### config.mk
export PLATFORM = sky130hd
export DESIGN_NAME = c17_bist_ctrl
export DESIGN_NICKNAME = d
export VERILOG_FILES = /design/src/rtl/c17_bist_ctrl.sv
export SDC_FILE = /design/constraint.sdc
export NUM_CORES = 1
export LEC_CHECK = 0
export CAP_MARGIN = 20
export CORE_MARGIN = 2
export CORE_UTILIZATION = 30
export DETAILED_ROUTE_END_ITERATION = 12
export GPL_ROUTABILITY_DRIVEN = 0
export HOLD_SLACK_MARGIN = 0.03
export SKIP_LAST_GASP = 1
export SYNTH_ARGS = -nofsm -noshare
export SYNTH_HDL_FRONTEND = slang
export SYNTH_SLANG_ARGS = --single-unit
### constraint.sdc
create_clock -name clk -period 2.6 [get_ports clk]
set_input_delay 0.52 -clock clk [delete_from_list [all_inputs] [get_ports clk]]
set_output_delay 0.52 -clock clk [all_outputs]
set_load 0.02 [all_outputs]
### src/rtl/c17_bist_ctrl.sv
`default_nettype none
//------------------------------------------------------------------------------
// Module   : c17_bist_ctrl
// Brief    : LFSR pattern generator + MISR response compactor driving a c17
//            block under test, with pass/fail against a golden signature.
// Revision : 1.0 - initial release
//------------------------------------------------------------------------------
module c17_bist_ctrl #(
  parameter int unsigned PATTERN_COUNT = 31,
  parameter int unsigned RESP_LAT      = 0,
  parameter logic [4:0]  LFSR_SEED     = 5'h01,
  parameter logic [7:0]  GOLDEN_SIG    = 8'h00
) (
  input  logic       clk,
  input  logic       rst_n,
  input  logic       start,
  input  logic       abort,
  output logic [4:0] pat_out,
  output logic       pat_valid,
  input  logic [1:0] resp_in,
  output logic       busy,
  output logic       done,
  output logic       pass,
  output logic [7:0] signature,
  output logic [4:0] pat_cnt
);

  typedef enum logic [1:0] {
    ST_IDLE  = 2'd0,
    ST_RUN   = 2'd1,
    ST_DRAIN = 2'd2,
    ST_DONE  = 2'd3
  } state_e;

  state_e     state_q, state_d;
  logic [4:0] lfsr_q, lfsr_d;
  logic [7:0] sig_q, sig_d;
  logic [4:0] cnt_q, cnt_d;
  logic [1:0] drain_q, drain_d;
  logic       pass_q, pass_d;
  logic       pipe_clr;
  logic       cap_vld;

  assign pat_valid = (state_q == ST_RUN);
  assign pat_out   = pat_valid ? lfsr_q : 5'h00;
  assign busy      = (state_q == ST_RUN) || (state_q == ST_DRAIN);
  assign done      = (state_q == ST_DONE);
  assign pass      = pass_q & done;
  assign signature = sig_q;
  assign pat_cnt   = cnt_q;

  // An aborting cycle, or a fresh start, empties the capture pipe and captures nothing.
  assign pipe_clr = abort | (start & ((state_q == ST_IDLE) || (state_q == ST_DONE)));

  generate
    if (RESP_LAT > 0) begin : g_pipe
      logic [RESP_LAT-1:0] vpipe_q, vpipe_d;

      always_comb begin
        vpipe_d    = '0;
        vpipe_d[0] = pat_valid;
        for (int i = 1; i < RESP_LAT; i++) begin
          vpipe_d[i] = vpipe_q[i-1];
        end
        if (pipe_clr) begin
          vpipe_d = '0;
        end
      end

      always_ff @(posedge clk) begin
        if (!rst_n) begin
          vpipe_q <= '0;
        end else begin
          vpipe_q <= vpipe_d;
        end
      end

      assign cap_vld = vpipe_q[RESP_LAT-1] & ~pipe_clr;
    end else begin : g_nopipe
      assign cap_vld = pat_valid & ~pipe_clr;
    end
  endgenerate

  always_comb begin
    state_d = state_q;
    lfsr_d  = lfsr_q;
    sig_d   = sig_q;
    cnt_d   = cnt_q;
    drain_d = drain_q;
    pass_d  = pass_q;

    if (abort) begin
      state_d = ST_IDLE;
      pass_d  = 1'b0;
    end else begin
      if (cap_vld) begin
        sig_d = {sig_q[6:0], sig_q[7] ^ sig_q[5] ^ sig_q[4] ^ sig_q[3]} ^ {6'b0, resp_in};
      end

      case (state_q)
        ST_IDLE, ST_DONE: begin
          if (start) begin
            state_d = ST_RUN;
            lfsr_d  = LFSR_SEED;
            sig_d   = 8'h00;
            cnt_d   = 5'd0;
            pass_d  = 1'b0;
          end
        end
        ST_RUN: begin
          lfsr_d = {lfsr_q[3:0], lfsr_q[4] ^ lfsr_q[2]};
          cnt_d  = cnt_q + 5'd1;
          if (cnt_d == 5'(PATTERN_COUNT)) begin
            drain_d = 2'd0;
            state_d = (RESP_LAT > 0) ? ST_DRAIN : ST_DONE;
          end
        end
        ST_DRAIN: begin
          drain_d = drain_q + 2'd1;
          if (drain_q == 2'(RESP_LAT - 1)) begin
            state_d = ST_DONE;
          end
        end
        default: state_d = ST_IDLE;
      endcase

      // Last capture lands on the same edge as DONE entry, so compare the next signature.
      if ((state_d == ST_DONE) && (state_q != ST_DONE)) begin
        pass_d = (sig_d == GOLDEN_SIG);
      end
    end
  end

  always_ff @(posedge clk) begin
    if (!rst_n) begin
      state_q <= ST_IDLE;
      lfsr_q  <= LFSR_SEED;
      sig_q   <= 8'h00;
      cnt_q   <= 5'd0;
      drain_q <= 2'd0;
      pass_q  <= 1'b0;
    end else begin
      state_q <= state_d;
      lfsr_q  <= lfsr_d;
      sig_q   <= sig_d;
      cnt_q   <= cnt_d;
      drain_q <= drain_d;
      pass_q  <= pass_d;
    end
  end

endmodule
`default_nettype wire
After elaboration in Yosys (flattened, before gate mapping). Cells that the tools add are included.

Register bits: 23. Logic and storage cells: 62.

Multiplexer cells: 19. Bitwise logic cells: 12. $add $sub $neg: 2. Equality and inequality tests: 9. Reductions and logical operators: 14.

Operators by type and width (number): 2-to-1 mux 8 bit (4); one-hot mux 5 bit (2 select lines) (2); 2-to-1 mux 5 bit (3); 2-to-1 mux 2 bit (5); == test 2 bit (second input constant) (4); logical NOT 8 bit (1); nonzero test 2 bit (4); XOR 8 x 2 -> 8 bit (1); one-hot mux 2 bit (3 select lines) (1); AND reduction 3 bit (2); adder 5 x 1 -> 5 bit (second input constant) (1); == test 5 bit (second input constant) (1); inequality test 2 bit (second input constant) (2); one-hot mux 2 bit (2 select lines) (1); OR reduction 2 bit (2); XOR 1 bit (4); AND 1 bit (3); 2-to-1 mux 1 bit (3); NOT 1 bit (3); adder 2 x 1 -> 2 bit (second input constant) (1); == test 2 x 1 -> 1 bit (second input constant) (1); logical NOT 2 bit (1); logical OR 1 bit (2); inequality test 2 x 1 -> 1 bit (second input constant) (1); other kinds (3) (3).

Logic depth before layout (Yosys ltp).
Depth in word-level cells: 12. Gate-level depth with buffers: 9. Depth with buffers taken out: 7.

Worst setup path before layout. No wires, ideal clock.

Path kind: reg2out. From: reg state_q[1]. To: out pat_out[0]. Path buffers: 2. Stages on the path, launching flop included: 6. Slack: 633 ps. Required time: 2080 ps. Data arrival time: 1447 ps. Cell sequence: dfxtp_1 -> inv_1 -> ha_1 -> buf_2 -> clkbuf_1 -> and2_1.

Longest elaborated chain between the ends: 2.

Ends and longest elaborated chain: start, declared (line 35) `state_e state_q, state_d;`; start signal, assigned (line 143) `state_q <= state_d;`; == test 2 x 1 -> 1 bit (line 44) `assign pat_valid = (state_q == ST_RUN);`; named net pat_valid (line 19) `output logic pat_valid,`; 2-to-1 mux 5 bit (line 45) `assign pat_out = pat_valid ? lfsr_q : 5'h00;`; end, declared (line 18) `output logic [4:0] pat_out,`.

The timed path passes the listed nets, and every way through them passes these cells.

Worst setup path in the final report.
From: reg state_q[1]. To: out pat_out[3].

Longest elaborated chain between the ends: 2.

Ends and longest elaborated chain (line): == test 2 x 1 -> 1 bit (44); 2-to-1 mux 5 bit (45).

Every way passes these cells.

==> key figures <==
Cells and area
  • Layout Area Growth over Synthesis: 28.4%
  • Area of the multi-input gates: 746 sq um
  • Final Core Density: 40.2%
  • Nets@finish: 185
  • Layout fillers: 411
  • Most common cell after layout, fill and taps aside: clkdlybuf4s50_1
  • Commonest non-fill, non-tap cells in the layout: clkdlybuf4s50_1, dfxtp_1, nand2_1
  • Antenna diodes: 0
  • Final Non-Filler Cells: 221
  • Fraction of layout cells with a size suffix above 1: 7.02%
  • Area occupied by registers: 460 sq um

Floorplan
  • Die width: 68.9 um
  • Starting Density: 31.3%
  • Core area: 4030 sq um
  • Cell Rows: 23
  • DIE AREA: 4740 sq um
  • Die Span Y: 68.9 um
  • Ports: 28

Drt
  • DR iter-0 viols: 42
  • Drc violations: 0
  • Vias post-DR: 1,092
  • Pre-antenna DRT Iters: 4
  • DRT Wirelength: 2.78 mm
  • Post-route ant nets: 0
  • Via density: 4.94
  • Drt wl/cell: 12.6 um

Worst setup path
  • Slowest stage cell, crit path: clkdlybuf4s50_1
  • Crit path arrival time: 1910 ps
  • R2R depth: 7
  • Worst EP required: 2080 ps
  • CP Capture Type: output pin
  • Slowest stage delay, CP: 620 ps
  • WS Path Type: reg -> out
  • CP Launch Type: register
  • CP Max Fanout: 12
  • Crit-path cells: inv_1 -> ha_1 -> and2_1 -> clkdlybuf4s50_1

GRT
  • Largest net degree at the start of global routing: 15
  • Vias in the first global route: 1,019
  • GRT Residual Overflow: 0
  • Initial antenna violation count: 0
  • First-pass GRT wire length: 4.51 mm
  • Tot GR Track Use: 12.5%

Logic synthesis
  • Mapped Area: 1260 sq um
  • Mapped Nets: 158
  • #FFs+latches synth: 23
  • Prevailing post-synth register cell: dfxtp_1
  • Mapped Cells: 145
  • Async S/R FF share, synth: 0%
  • Ys Warns: 0
  • Yosys cell types: 39
  • Syn avg cell area: 8.71 sq um
  • Register area share after synthesis: 36.5%
  • Post-synth EDFFs: 0

Hold path
  • Worst Hold Class: reg -> reg
  • Hold Crit Depth: 2

Placement
  • Placed cells: 217
  • Hpwl dp: 2.09 mm
  • Buffers on Ports: 27

Power and ir drop
  • Static Leak: 0.577 nW
  • Pwr dens: 402 nW/um^2
  • Worst IR drop on VDD: 0.221 mV
  • Power, Total: 652 uW

STA
  • Setup-failing EPs final: 0
  • Rel. slew slack: 70.7%
  • Worst slew pin tran: 439 ps
  • Fmax: 411 MHz
  • RSZ-0062 raised after global routing: false
  • Period utilisation layout: 93.6%
  • Tmin final: 2430 ps
  • Skew final: 1.89 ps
  • Setup TNS: 0 ps
  • Fin. Hold Viols: 0
  • Fin. max-slew vios: 0

Clocking
  • Clock Sinks: 23
  • Post-CTS setup buffer count: 0
  • Post_cts resized: 0
  • Clk_lat worst skew: 260 ps
  • Clock Tree Root: clkbuf_8
  • Clock transition at path regs: 80 ps
  • CTS HTree Levels: 1
  • TritonCTS Buffers: 3
  • CTS tree: done
  • Clk buf depth: 2
  • Post-CTS Hold Buffers: 0

Run status
  • Status: finished, final reports clean

Run
  • Max_cap viols: 0
flip-flops by register name (all words and copies together), names as in the netlist:
signal / count
signature: 8
state_q: 2
lfsr_q: 5
pass_q: 1
drain_q: 2
pat_cnt: 5
final timing paths:
| path | startpoint | end | slack, ps |
|---|---|---|---|
| min reg2reg | lfsr_q[3] | lfsr_q[3] | 460 |
| min | lfsr_q[3] | lfsr_q[3] | 460 |
| max reg2reg | state_q[0] | pat_cnt[2] | 580 |
| max | state_q[1] | pat_out[3] | 170 |
cells in the mapped netlist, types with 2 or more instances:
library cell  instances  area (sq um)
buf_2                 3          15.0
o21ai_0               4          20.0
nand2_1              17          63.8
inv_1                 4          15.0
o21ai_1               2          10.0
dfxtp_1              23           460
and3_1                2          12.5
a21boi_0              7          52.6
nand2b_1              3          18.8
a21oi_1               4          20.0
xnor2_1               7          61.3
nor2b_1              11          68.8
and2_1                8          50.1
clkbuf_1              4          15.0
nor2_1                4          15.0
nor3_1                2          10.0
ha_1                  7          87.6
nand3_1               6          30.0
a22oi_1               7          52.6
area by class of cell:
cell class                      instances  share of cell area, %
Inverter                                4                  0.926
Sequential cell                        23                   28.4
Multi-Input combinational cell        110                   46.0
Clock buffer                            4                   2.78
Timing Repair Buffer                   30                   18.1
Tap cell                               50                   3.86
report_power, final:
part,leakage (nW),switching (mW),internal [mW],total [mW]
clock network,0.0228,0.110,0.109,0.219
registers,0.186,0.00263,0.355,0.357
logic,0.369,0.0421,0.0337,0.0758
logic make-up after synthesis:
logic type / after synthesis / share of synthesized area [%]
and+or+nand+nor: 58 / 24.9
AOI/OAI and AO/OA: 36 / 20.9
DFF: 23 / 36.5
buffers and inverters: 12 / 4.46
xor gates and xnor gates: 8 / 5.55
adders and majority gates: 7 / 6.94
muxes: 1 / 0.793
through the flow:
step / area [sq um] / hold WS, ps / worst slack [ps]
after CTS: 1620 / 471 / 169
after detailed placement: 1580 / 460 / 447
final: 1620 / 464 / 167
after floorplan: 1260 / 439 / 633
after global routing: 1620 / 506 / 65.5
after global placement: 1580 / 455 / 464
metal layers:
layer,up-vias,wire length [um],part of all wire [%],global-route usage [%]
li1,558,-,-,-
met2,22,1310,47,20.4
met5,-,0,0,0
met1,506,1300,47,16.0
met3,6,107,3.9,1.79
met4,0,63,2.3,6.37
worst max-delay path: cells and delay by family, from the launching register on:
family,cells,cell delay [ps]
buf+inv,2,690
fa+ha+maj,1,380
flops,1,370
simple gates,1,220
(Power assumes the default switching activity.)
